===== config.mk =====
export PLATFORM = sky130hd
export DESIGN_NAME = cla_2
export DESIGN_NICKNAME = d
export VERILOG_FILES = /design/src/rtl/cla_2.sv
export SDC_FILE = /design/constraint.sdc
export NUM_CORES = 1
export LEC_CHECK = 0
export ABC_AREA = 1
export CAP_MARGIN = 15
export CORE_UTILIZATION = 30
export DETAILED_ROUTE_END_ITERATION = 8
export SKIP_CTS_REPAIR_TIMING = 1
export SLEW_MARGIN = 20
export SYNTH_ARGS = -nofsm -noshare
export SYNTH_HDL_FRONTEND = slang
export SYNTH_HIERARCHICAL = 1
export SYNTH_SLANG_ARGS = --single-unit
export TNS_END_PERCENT = 1

===== constraint.sdc =====
create_clock -name clk -period 2.6 [get_ports clk]
set_input_delay 0.52 -clock clk [delete_from_list [all_inputs] [get_ports clk]]
set_output_delay 0.52 -clock clk [all_outputs]
set_load 0.01 [all_outputs]

===== src/rtl/cla_2.sv =====
// 16-bit two-level carry-lookahead adder with a single registered output stage.
// Optional signed-overflow output ovf is enabled by defining CLA_OVF_EN.

module cla_2_grp #(
  parameter int GROUP = 4
) (
  input  logic [GROUP-1:0] p,
  input  logic [GROUP-1:0] g,
  input  logic             ci,
  output logic [GROUP-1:0] c,
  output logic [GROUP-1:0] s,
  output logic             gp,
  output logic             gg
);
  // Every in-group carry is a flat sum of products from ci.
  always_comb begin
    c[0] = ci;
    c[1] = g[0] | (p[0] & ci);
    c[2] = g[1] | (p[1] & g[0]) | (p[1] & p[0] & ci);
    c[3] = g[2] | (p[2] & g[1]) | (p[2] & p[1] & g[0]) | (p[2] & p[1] & p[0] & ci);
    s    = p ^ c;
    gp   = &p;
    gg   = g[3] | (p[3] & g[2]) | (p[3] & p[2] & g[1]) | (p[3] & p[2] & p[1] & g[0]);
  end
endmodule

module cla_2 #(
  parameter int WIDTH = 16,
  parameter int GROUP = 4
) (
  input  logic             clk,
  input  logic             rst,
  input  logic             in_valid,
  input  logic [WIDTH-1:0] a,
  input  logic [WIDTH-1:0] b,
  input  logic             cin,
  output logic [WIDTH-1:0] sum,
  output logic             cout,
  output logic             out_valid
`ifdef CLA_OVF_EN
  ,
  output logic             ovf
`endif
);
  localparam int NGRP = WIDTH / GROUP;

  logic [NGRP-1:0][GROUP-1:0] p, g, c, s;
  logic [NGRP-1:0]            gp, gg;
  logic [NGRP:0]              gc;

  assign p = a ^ b;
  assign g = a & b;

  for (genvar k = 0; k < NGRP; k++) begin : g_grp
    cla_2_grp #(.GROUP(GROUP)) u_grp (
      .p  (p[k]),
      .g  (g[k]),
      .ci (gc[k]),
      .c  (c[k]),
      .s  (s[k]),
      .gp (gp[k]),
      .gg (gg[k])
    );
  end

  // Second-level lookahead: each group carry-in straight from cin and group P/G.
  always_comb begin
    gc[0] = cin;
    gc[1] = gg[0] | (gp[0] & cin);
    gc[2] = gg[1] | (gp[1] & gg[0]) | (gp[1] & gp[0] & cin);
    gc[3] = gg[2] | (gp[2] & gg[1]) | (gp[2] & gp[1] & gg[0])
          | (gp[2] & gp[1] & gp[0] & cin);
    gc[4] = gg[3] | (gp[3] & gg[2]) | (gp[3] & gp[2] & gg[1])
          | (gp[3] & gp[2] & gp[1] & gg[0]) | (gp[3] & gp[2] & gp[1] & gp[0] & cin);
  end

  always_ff @(posedge clk) begin
    if (rst) begin
      sum       <= '0;
      cout      <= 1'b0;
      out_valid <= 1'b0;
    end else begin
      out_valid <= in_valid;
      if (in_valid) begin
        sum  <= s;
        cout <= gc[NGRP];
      end
    end
  end

`ifdef CLA_OVF_EN
  // Overflow compares the carries into and out of the sign bit.
  always_ff @(posedge clk) begin
    if (rst)           ovf <= 1'b0;
    else if (in_valid) ovf <= gc[NGRP] ^ c[NGRP-1][GROUP-1];
  end
`endif
endmodule


# Word-level counts from Yosys, hierarchy flattened
# Index checks and enable logic that the tools add are counted.
[word_totals]
input_bits = 36
output_inout_bits = 18
register_bits = 18
[op_classes]
reduce_logical = 4
bitwise_logic = 124
[ops]
columns = ["operator", "count"]
rows = [
  ["bitwise AND 1 bit", 72],
  ["bitwise OR 1 bit", 46],
  ["bitwise AND 16 bit", 1],
  ["AND reduction 4 bit", 4],
  ["bitwise XOR 16 bit", 1],
  ["bitwise XOR 4 bit", 4],
]

# Longest topological paths before layout
# Gate-level depths: netlist (run 1).
[depth]
depth_word = 12
ltp_mapped = 15

# Cells and area by module
# Netlist (run 1), hierarchy kept.
[by_module_without_submodules]
columns = ["module", "instances", "seq_area_each_um2", "area_per_inst_um2", "cells_per_inst"]
rows = [
  ["cla_2", 1, 360.3, 964.7, 107],
  ["cla_2_grp", 4, 0.0, 140.1, 26],
]

# Worst setup path before layout (run 1)
# OpenSTA, ideal clock, no wires.
[synth_path]
path_type = "input-to-reg"
start = "input port a[2]"
end = "register sum[13]"
n_path_buf = 0
slack_ps = 294
path_stages = 13
arrival_time_ps = 2240
path_cell_list = "ha_1 > or2_1 > nand2_2 > o21bai_1 > nand2_1 > nand3_1 > nand2_1 > nand2_1 > ha_1 > nor2_1 > xnor2_1 > nand2_1 > a21oi_2"
[synth_lines]
columns = ["item", "line_no", "text"]
rows = [
  ["start, declared", "34", "input logic [WIDTH-1:0] a,"],
  ["end signal, assigned", "85", "sum <= s;"],
  ["end, declared", "37", "output logic [WIDTH-1:0] sum,"],
]

==> run_results.csv, run 1 <==
group,metric,value,unit
critical_path,end_kind,"flop",
route,routed.top_layer,"met3",
critical_path,critPathArrivalTime,2630,ps
global_routing,overflow,0,
cells_and_area,fin_util,0.4731,
timing,slew_headroom,0.6916,
route,postRouteAntennaNets,0,
timing,setup_violations,0,
critical_path,critPathMaxFanout,3,
floorplan,die_h,72.24,um
clock_tree,cts_tree,"yes",
power,ir_worst_vdd,0.2112,mV
cells_and_area,fillCellCount,464,
route,wire_per_inst,9.422,um
timing,fin_ws,157.6,ps
floorplan,io_pins,54,
clock_tree,cts-root-buf,"clkbuf_8",
hold_path,min_path_type,"reg -> reg",
global_routing,antenna_found_initial,0,
timing,hold_slack,460.6,ps
logic_synthesis,synthesis.area,0.001480,mm2
global_routing,grt_use_total,0.1294,
job,cap_violations,0,
floorplan,fp-row-count,25,
timing,hold_viol_final,0,
route,wl_met1,1561,um
global_routing,grt_max_degree,19,
cells_and_area,fin_nets,329,
global_routing,grt_pass1_wl,5464,um
route,route.met3.wl,205,um
route,avgViaCountPerCell,4.440,
route,drc,0,
cells_and_area,regArea,360.3,um2
floorplan,core_area,0.004723,mm2
logic_synthesis,synthCells,203,
logic_synthesis,synth_area_per_cell,7.291,um2
clock_tree,clk_latency,250,ps
cells_and_area,syn2layout_area_growth,50.97,%
placement,dp_hpwl,2641,um
route,dr.first_iter.drc_count,50,
global_routing,grt_pass1_vias,1334,
power,p_leak,0.9965,nW
placement,io_buffers,53,
floorplan,chipWidth,72.24,um
clock_tree,cts.sinks,18,
power,p_per_area,422.2,mW/mm2
run_status,status,"completed",
cells_and_area,antenna_cells,0,
timing,slew_viol_final,0,
clock_tree,path_clk_slew,70,ps
logic_synthesis,synth_fp_nets,259,
clock_tree,cts.htree.levels,1,
critical_path,cp_data_required_time,2790,ps
clock_tree,clk_path_buf_depth,2,
placement,place_ws,-193.2,ps
critical_path,crit_type,"in -> reg",
route,wl_met2,1427,um
floorplan,start_util,0.3134,
route,num_vias,1505,
placement,gp_congestion,0.7985,
route,wl,3194,um
timing,fin_crit,2442,ps
clock_tree,cts-buffers-inserted,3,
route,first_pass_iters,4,
cells_and_area,multi_input_area,0.001028,mm2
critical_path,cp-start-kind,"input pin",
timing,clock.fmax,0.4094,GHz
timing,fin_crit_sh,0.9394,
cells_and_area,drive_gt1_frac,0.2206,
timing,worst_pin_slew,461.1,ps
logic_synthesis,ys_warn_count,6,
timing,fin_skew,0,ps
floorplan,die-area,0.005219,mm2
timing,tns,0,ps
==> registers in the layout, indices dropped and copies added, names as in the netlist <==
signal,flops
cout,1
sum,16
out_valid,1
==> worst paths after layout <==
kind	from	endpoint	slack [ps]	cells after the start
max	a[2]	sum[13]$_SDFFE_PP0P_	160	14
min	sum[2]$_SDFFE_PP0P_	sum[2]$_SDFFE_PP0P_	460	2
max reg2reg	cout$_SDFFE_PP0P_	cout$_SDFFE_PP0P_	1930	4
min reg2reg	sum[2]$_SDFFE_PP0P_	sum[2]$_SDFFE_PP0P_	460	2
==> through the flow <==
| stage | area [um2] | total power [W] | cells |
|---|---|---|---|
| 6_report | 2235 | 0.0009434 | 339 |
| 5_1_grt | 2235 | 0.001016 | 339 |
| 4_1_cts | 2215 | 0.0009523 | 338 |
| 3_5_place_dp | 2160 | 0.0007195 | 334 |
| 3_3_place_gp | 2160 | 0.0007179 | 334 |
| 2_1_floorplan | 1480 | 0.0005533 | 203 |
==> area by class of cell <==
class | count | share of cell area
Clock buffer | 4 | 0.02464
Multi-Input combinational cell | 169 | 0.4602
Timing Repair Buffer | 70 | 0.2945
Inverter | 11 | 0.02184
Tap cell | 67 | 0.03751
Sequential cell | 18 | 0.1613
==> layer usage <==
metal	GRT usage	up-vias
met5	0	-
li1	-	809
met3	0.04028	0
met2	0.2098	34
met1	0.1738	662
met4	0.01525	0
==> worst max-delay path: stages <==
cell	delay, ps
clkdlybuf4s50_1	400
ha_1	300
or2_1	240
nand2_2	90
o21bai_1	80
nand2_1	90
nand3_2	100
nand2_1	70
nand2_1	90
ha_1	200
nor2_2	100
xnor2_1	120
nand2_1	80
a21oi_2	140
==> power breakdown <==
group / switching [W] / leakage [nW] / internal [W]
sequential: 0.0000152 / 0.148 / 0.000302
clock: 0.0000936 / 0.0288 / 0.000134
combinational: 0.000183 / 0.819 / 0.000216
total: 0.000292 / 0.997 / 0.000652
==> placed cells by master, fill, tap and decap left out, types with 3 or more instances in the layout <==
master and n:
nand2_1 54, clkdlybuf4s50_1 53, nand2_2 25, ha_1 20, dfxtp_1 18, buf_4 17, nand3_1 14, nor2_1 12
a21oi_1 11, inv_1 10, a21oi_2 9, clkbuf_8 4, xnor2_1 4, or2_1 4, nand4_1 4, o21bai_1 4
nor3_1 3
Power figures use the tool's default switching activity.
==> inputs of run 2 (changes only) <==
--- a/config.mk
+++ b/config.mk
@@ -6,7 +6,7 @@
 export NUM_CORES = 1
 export LEC_CHECK = 0
 export ABC_AREA = 1
-export CAP_MARGIN = 15
+export CAP_MARGIN = 0
 export CORE_UTILIZATION = 30
 export DETAILED_ROUTE_END_ITERATION = 8
 export SKIP_CTS_REPAIR_TIMING = 1
==> results of run 2 <==
No change in the layout: final DEF, timing and power equal those of run 1.
==> inputs of run 3 (changes only) <==
--- a/config.mk
+++ b/config.mk
@@ -7,9 +7,9 @@
 export LEC_CHECK = 0
 export ABC_AREA = 1
 export CAP_MARGIN = 0
+export CORE_MARGIN = 5
 export CORE_UTILIZATION = 30
 export DETAILED_ROUTE_END_ITERATION = 8
-export SKIP_CTS_REPAIR_TIMING = 1
 export SLEW_MARGIN = 20
 export SYNTH_ARGS = -nofsm -noshare
 export SYNTH_HDL_FRONTEND = slang
==> run_results.csv, run 3 (synthesis results as in run 1) <==
group,metric,value,unit
run_status,status,"completed",
floorplan,die_h,80.24,um
clock_tree,cts.htree.levels,1,
critical_path,cp_slowest_cell,"clkdlybuf4s50_1",
clock_tree,clk_path_buf_depth,2,
critical_path,worst-path-stages,16,
clock_tree,cts_setup_buffers,0,
global_routing,grt_pass1_wl,5858,um
route,wire_per_inst,10.50,um
timing,rsz0062_at_grt,"false",
cells_and_area,final_common_cell,"nand2_1",
global_routing,antenna_found_initial,0,
critical_path,critPathArrivalTime,2540,ps
placement,gp_congestion,0.8151,
clock_tree,cts_tree,"yes",
cells_and_area,fin_util,0.4695,
cells_and_area,reg_top3,"sum x16, cout x1, out_valid x1",
timing,hold_viol_final,0,
cells_and_area,drive_gt1_frac,0.2222,
route,postRouteAntennaNets,0,
global_routing,overflow,0,
hold_path,min_path_type,"reg -> reg",
floorplan,start_util,0.3113,
placement,placed_cell_area,0.002160,mm2
power,ir_worst_vdd,0.1867,mV
placement,dp_hpwl,2864,um
floorplan,core_area,0.004755,mm2
timing,fin_crit,2431,ps
placement,place_ws,-111.7,ps
placement,io_buffers,53,
timing,hold_slack,464.5,ps
route,avgViaCountPerCell,4.448,
critical_path,max_stage_delay,400,ps
cells_and_area,largest_register,"sum",
clock_tree,cts.sinks,18,
job,cap_violations,0,
route,wl,3540,um
critical_path,end_kind,"flop",
cells_and_area,fin_nets,328,
timing,fin_crit_sh,0.9349,
floorplan,io_pins,54,
clock_tree,clk_latency,250,ps
critical_path,critPathMaxFanout,3,
timing,clock.fmax,0.4114,GHz
power,p_comb_frac,0.445,
critical_path,worst-path-buf-inv,2,
timing,setup_violations,0,
critical_path,worstReg2RegStart,"cout$_SDFFE_PP0P_",
critical_path,r2r_slack,1920,ps
critical_path,cp-start-kind,"input pin",
placement,dp.cells,334,
route,dr.first_iter.drc_count,64,
timing,worst_pin_slew,557.2,ps
timing,fin_ws,169.3,ps
clock_tree,cts-buffers-inserted,3,
floorplan,die-area,0.006438,mm2
global_routing,grt_use_total,0.1128,
hold_path,hold_end,"sum[14]$_SDFFE_PP0P_",
cells_and_area,fillCellCount,513,
critical_path,crit_type,"in -> reg",
cells_and_area,finalInstanceArea,0.002232,mm2
route,drc,0,
power,p_int,0.0006211,W
global_routing,grt_pass1_vias,1345,
power,p_leak,0.9911,nW
route,num_vias,1499,
critical_path,path_cells,"clkdlybuf4s50_1 > ha_1 > or2_1 > nand2_2 > o21bai_4 > nand2_1 > nand3_2 > nand2_1 > nand2_1 > buf_4 > nand4_1 > nand2_2 > nand2_2 > nand2_2 > nand2_1 > a21oi_1",
clock_tree,cts-root-buf,"clkbuf_8",
hold_path,hold_start,"sum[14]$_SDFFE_PP0P_",
floorplan,fp-row-count,25,
power,seq_power_share,0.348,
cells_and_area,antenna_cells,0,
power,p_per_area,408.7,mW/mm2
power,power.share.clock,0.208,
critical_path,r2r-end,"cout$_SDFFE_PP0P_",
timing,fin_skew,0,ps
route,first_pass_iters,7,
hold_path,hold_depth,2,
cells_and_area,most-common-layout-cells,"nand2_1 (54), clkdlybuf4s50_1 (53), nand2_2 (25)",
timing,slew_viol_final,0,
timing,slew_headroom,0.6274,
global_routing,grt_max_degree,19,
critical_path,r2r_cells,4,
clock_tree,path_clk_slew,60,ps
cells_and_area,syn2layout_area_growth,50.80,%
cells_and_area,largest_reg_flops,16,
critical_path,cp_data_required_time,2710,ps
power,sw_frac_of_total,0.3191,
floorplan,chipWidth,80.24,um
power,power.switching,0.0002911,W
cells_and_area,final_cells,337,
critical_path,cp_top_family,"simple AND/OR/NAND/NOR gates",
-- run 3: tightest hold or removal path: stages, from the launching register on --
cell and delay [ps]:
dfxtp_1 310, nand2_2 70, a21oi_2 40
-- run 3: power by group through the flow --
stage          Combinational (W)  Clock (W)  Sequential, W
6_report                0.000406   0.000190       0.000317
5_1_grt                 0.000454   0.000213       0.000320
3_5_place_dp            0.000400          0       0.000323
4_1_cts                 0.000402   0.000197       0.000317
2_1_floorplan           0.000219          0       0.000334
3_3_place_gp            0.000396          0       0.000324
-- run 3: layout make-up --
class / instances / area [um2] / share of cell area
repair buffers: 69 / 650.6 / 0.2915
clock buffers: 3 / 41.29 / 0.01850
well taps: 67 / 83.83 / 0.03756
multi-input cells: 169 / 1047 / 0.4692
inverters: 11 / 48.80 / 0.02186
flip-flops and latches: 18 / 360.3 / 0.1614
-- run 3: stage by stage --
step | TNS, ps | total power, W
floorplan | 0 | 0.0005533
global placement | -223.7 | 0.0007204
detailed placement | -305.2 | 0.0007227
CTS | 0 | 0.0009164
global route | 0 | 0.0009872
finish | 0 | 0.0009122
-- run 3: per-layer routing --
layer  routed length [um]  part of all wire  vias up  global-route usage
met5                    0                 0        -                   0
met1                 1582              0.45      651              0.1470
met3                  324             0.092        4             0.04372
met2                 1597              0.45       39              0.1772
met4                   35            0.0099        0             0.02027
li1                     -                 -      805                   -
-- run 3: how the worst max path moves through the flow --
stage,slack [ps],endpoint,from
2_1_floorplan,370,sum[13]$_SDFFE_PP0P_,a[2]
3_3_place_gp,-80,sum[13]$_SDFFE_PP0P_,a[2]
3_5_place_dp,-110,sum[13]$_SDFFE_PP0P_,a[2]
4_1_cts,130,sum[15]$_SDFFE_PP0P_,a[2]
5_1_grt,30,sum[15]$_SDFFE_PP0P_,b[2]
6_report,170,sum[15]$_SDFFE_PP0P_,a[2]
-- run 3: timing repair --
action | 4_1_cts | 5_1_grt
endpoints found under the setup margin | 0 | 1
resized for setup | 0 | 5
hold buffers | 0 | 0
==> patch 1: new RTL, flow settings as in run 2 <==
The option `CLA_OVF_EN` is turned on by a define.
--- a/src/rtl/cla_2.sv
+++ b/src/rtl/cla_2.sv
@@ -2,2 +2,4 @@
 // Optional signed-overflow output ovf is enabled by defining CLA_OVF_EN.
+
+`define CLA_OVF_EN
 
Function (old outputs only; new: ovf): kept (Yosys induction, for registers that start in step).
==> patch 1 against run 2 <==
- the flow now finishes with violations (design-rule violations)
- setup slack worse by 0.00066 ns
- synthesized area shrank 2.4%
- cell area down 2.0%
- total power decreased by 0.58%
- hold slack better by 0.036 ns
- core utilization grew 1.3 points
- die area down 2.3%
- via count rose by 1.1%
- wire length grew 8.1%
- register-to-register slack better by 0.02 ns
- final cell count decreased by 2.1%
- sequential cell count up 1
- clock power shrank 7%
- largest cell class unchanged
==> patch 1: results (changes against run 2) <==
* Status: finished with violations
* Vias in the first global route at 1356 (+1.6%)
* Share of post-route cells with drive strength above 1 at 0.1464 (-0.07416)
* Largest fanout on the critical path at 3 (unchanged)
* DRT Pass-1 Iters at 6 (+2)
* R2r worst-path depth at 2 (-2)
* Dpl hpwl at 2707 um (+2.5%)
* Max rail drop VDD at 0.0002739 V (+30%)
* Worst Hold Class: flip-flop to flip-flop
* Worst-Margin Slew at 0.5038 ns (+0.04267 ns)
* WL per Instance at 10.40 um (+10%)
* Longest Clk Path Bufs at 2 (unchanged)
* CTS root buffer: clkbuf_8
* Placed cells at 328 (-1.8%)
* Synthesized Nets at 267 (+3.1%)
* Worst hold stages at 2 (unchanged)
* Vias per std cell at 4.584 (+3.3%)
* Starting DRT DRC Count at 43 (-14%)
* Drt drc at 5 (+5)
* Worst Setup SP: a[2]
* Initial antenna violation count at 0 (unchanged)
* H-tree Lvls at 1 (unchanged)
* CTS buffer count at 3 (unchanged)
* First-pass GRT wire length at 5754 um (+5.3%)
* Hold Path End: cout
* Area after DPL at 0.002143 sq mm (-0.75%)
* Ant. Diodes at 0 (unchanged)
* Leakage at 1.030 nW (+3.3%)
* CP max stage cell: clkdlybuf4s50_1
* Register-to-Register Setup Slack at 1.95 ns (+0.02 ns)
* Reg2reg start: ovf
* Pint at 0.6373 mW (-2.2%)
* Pin count of the biggest net entering global routing at 19 (unchanged)
* Drt total wl at 3453 um (+8.1%)
* Critical Path Max Stage Delay at 0.40 ns (about the same)
* Reg2reg end: ovf
* Failing checks: design-rule violations
* All-Layer GR Usage at 0.1387 (+0.009270)
* Clk_lat worst skew at 0.26 ns
* Clk pin slew, worst setup/hold paths at 0.08 ns
* YS warnings at 6 (unchanged)
* Final GP Congestion at 0.8022 (+0.46%)
* Mapped Cells at 211 (+3.9%)
* Hold path startpoint: cout
* Biggest register: sum
* Max reg flops at 16 (unchanged)
* Nets at 337 (+2.4%)
* Fillers at 473 (+1.9%)
* # port buffers at 54 (+1.9%)
patch 1: changes by cell type in the layout (fill, tap and decap cells not counted), moves of 2 or more:
cell / delta
a21oi_1: -5
o21ai_0: +16
nor2_1: +32
nand2_2: -7
inv_1: +3
a21oi_2: -9
buf_4: -2
inv_2: +2
nand2_1: -25
patch 1: layout make-up:
class / instances / share of cell area
tap: 52 / 0.02971
sequential: 19 / 0.1737
clock inverter: 1 / 0.002286
inverter: 16 / 0.02743
clock buffer: 3 / 0.01886
timing repair buffer: 69 / 0.2983
multi-input combinational: 172 / 0.4497
patch 1: power by group through the flow:
stage / logic [mW] / registers, mW / clock network, mW
2_1_floorplan: 0.206 / 0.350 / 0
3_5_place_dp: 0.396 / 0.339 / 0
4_1_cts: 0.398 / 0.333 / 0.217
5_1_grt: 0.441 / 0.337 / 0.234
6_report: 0.394 / 0.333 / 0.211
3_3_place_gp: 0.393 / 0.340 / 0
patch 1: stage by stage:
| step | TNS (ns) | power, mW | hold WS [ns] | utilization | setup WS [ns] |
|---|---|---|---|---|---|
| after floorplan | 0 | 0.5566 | 0.5160 | - | 0.2891 |
| after global placement | -0.2850 | 0.7329 | 0.4724 | 0.4758 | -0.09635 |
| after detailed placement | -0.4565 | 0.7345 | 0.4746 | 0.4758 | -0.1347 |
| after CTS | 0 | 0.9481 | 0.5001 | 0.4861 | 0.1431 |
| after global routing | 0 | 1.011 | 0.5140 | 0.4861 | 0.01191 |
| final | 0 | 0.9379 | 0.4969 | 0.4861 | 0.1569 |
patch 1: routing by layer:
metal / GRT usage / wire length [um] / up-vias
met2: 0.2360 / 1526 / 28
met1: 0.1824 / 1777 / 657
li1: - / - / 835
met3: 0.02391 / 138 / 2
met5: 0 / 0 / -
met4: 0.03333 / 10 / 0
==> patch 2: new RTL, config.mk and constraints of run 2 <==
Without the edit above. Remove the register `out_valid`: a continuous assignment takes its place, so the output `out_valid` follows one clock earlier.
--- a/src/rtl/cla_2.sv
+++ b/src/rtl/cla_2.sv
@@ -80,5 +80,3 @@
       cout      <= 1'b0;
-      out_valid <= 1'b0;
     end else begin
-      out_valid <= in_valid;
       if (in_valid) begin
@@ -89,2 +87,4 @@
   end
+
+  assign out_valid = in_valid;
 
Behaviour: not the same (a bounded check fails within 4 cycles, from zero or initial values and one cycle with rst high).
==> patch 2 against run 2 <==
- global-route usage grew 0.80 points
- critical path depth stayed put
- sequential cell count fell by 1
- total power shrank 5.1%
- setup slack better by 0.033 ns
- synthesized area down 0.51%
- clock skew unchanged
- cell area fell by 2.9%
- wire length rose by 4.2%
- first-iteration DRC count fell by 18%
- largest power group unchanged
- highest routed layer is now met4
==> patch 2: results (changes against run 2) <==
* Hold path startpoint: sum[4]
* Clk pin slew, worst setup/hold paths at 0.07 ns (about the same)
* Mapped Cells at 202 (-0.49%)
* Final GP Congestion at 0.9204 (+15%)
* Worst Setup SP: a[2]
* First-pass GRT wire length at 5747 um (+5.2%)
* DRT Pass-1 Iters at 4 (unchanged)
* Status: finished, final reports clean
* Vias per std cell at 4.414 (-0.57%)
* Pin count of the biggest net entering global routing at 19 (unchanged)
* Worst Hold Class: flip-flop to flip-flop
* Reg2reg start: cout
* CTS buffer count at 3 (unchanged)
* Longest Clk Path Bufs at 2 (unchanged)
* Leakage at 0.9584 nW (-3.8%)
* Worst EP arrival at 2.60 ns (-0.03 ns)
* Critical Path Max Stage Delay at 0.40 ns (about the same)
* Clock power share at 0.224 (-0.018)
* YS warnings at 6 (unchanged)
* CP max stage cell: clkdlybuf4s50_1
* P_sw at 0.2942 mW (+0.91%)
* Leading registers by flop count: sum (16), cout (1)
* Max rail drop VDD at 0.0002498 V (+18%)
* Area after DPL at 0.002125 sq mm (-1.6%)
* Nets at 323 (-1.8%)
* Slew HR at 0.7920 (+0.1004)
* Dpl hpwl at 2701 um (+2.3%)
* All-Layer GR Usage at 0.1374 (+0.007958)
* Synthesized Nets at 258 (-0.39%)
* Setup Skew at 0 ns (unchanged)
* # port buffers at 53 (unchanged)
* Share of post-route cells with drive strength above 1 at 0.2068 (-0.01382)
* Via count at 1470 (-2.3%)
* Drt total wl at 3327 um (+4.2%)
* Starting DRT DRC Count at 41 (-18%)
* Vias in the first global route at 1391 (+4.3%)
* Ant. Diodes at 0 (unchanged)
* Placed cells at 329 (-1.5%)
* Power share of the combinational group at 0.440 (+0.018)
* Post-Place Setup Slack at -0.08660 ns (+0.1065 ns)
==> patch 2: area by class of cell <==
type                    count  area, sq um
fillers                   499         2552
well taps                  67        83.83
multi-input cells         168         1023
clock buffers               3        41.29
clock inverters             1        5.005
inverters                  11        48.80
flip-flops and latches     17        340.3
repair buffers             66        628.1
==> patch 2: routing by layer <==
metal | global-route usage | share of wire
met5 | 0 | 0
met2 | 0.2357 | 0.45
met4 | 0.01307 | 0.0024
met1 | 0.1771 | 0.49
met3 | 0.03889 | 0.050
==> patch 2: path summary, 6_finish.rpt <==
check,end,slack (ns),depth (start not counted)
worst min register to register,sum[4],0.46,2
worst max-delay path,sum[13],0.19,14
worst max register to register,cout,1.93,4
worst min-delay path,sum[4],0.46,2
==> patch 2: through the flow <==
stage	setup TNS (ns)	power (mW)	utilization
after floorplan	0	0.5397	-
after global placement	-0.07794	0.6999	0.4498
final	0	0.8954	0.4596
after global routing	0	0.9702	0.4596
after CTS	0	0.9082	0.4596
after detailed placement	-0.1846	0.7033	0.4498
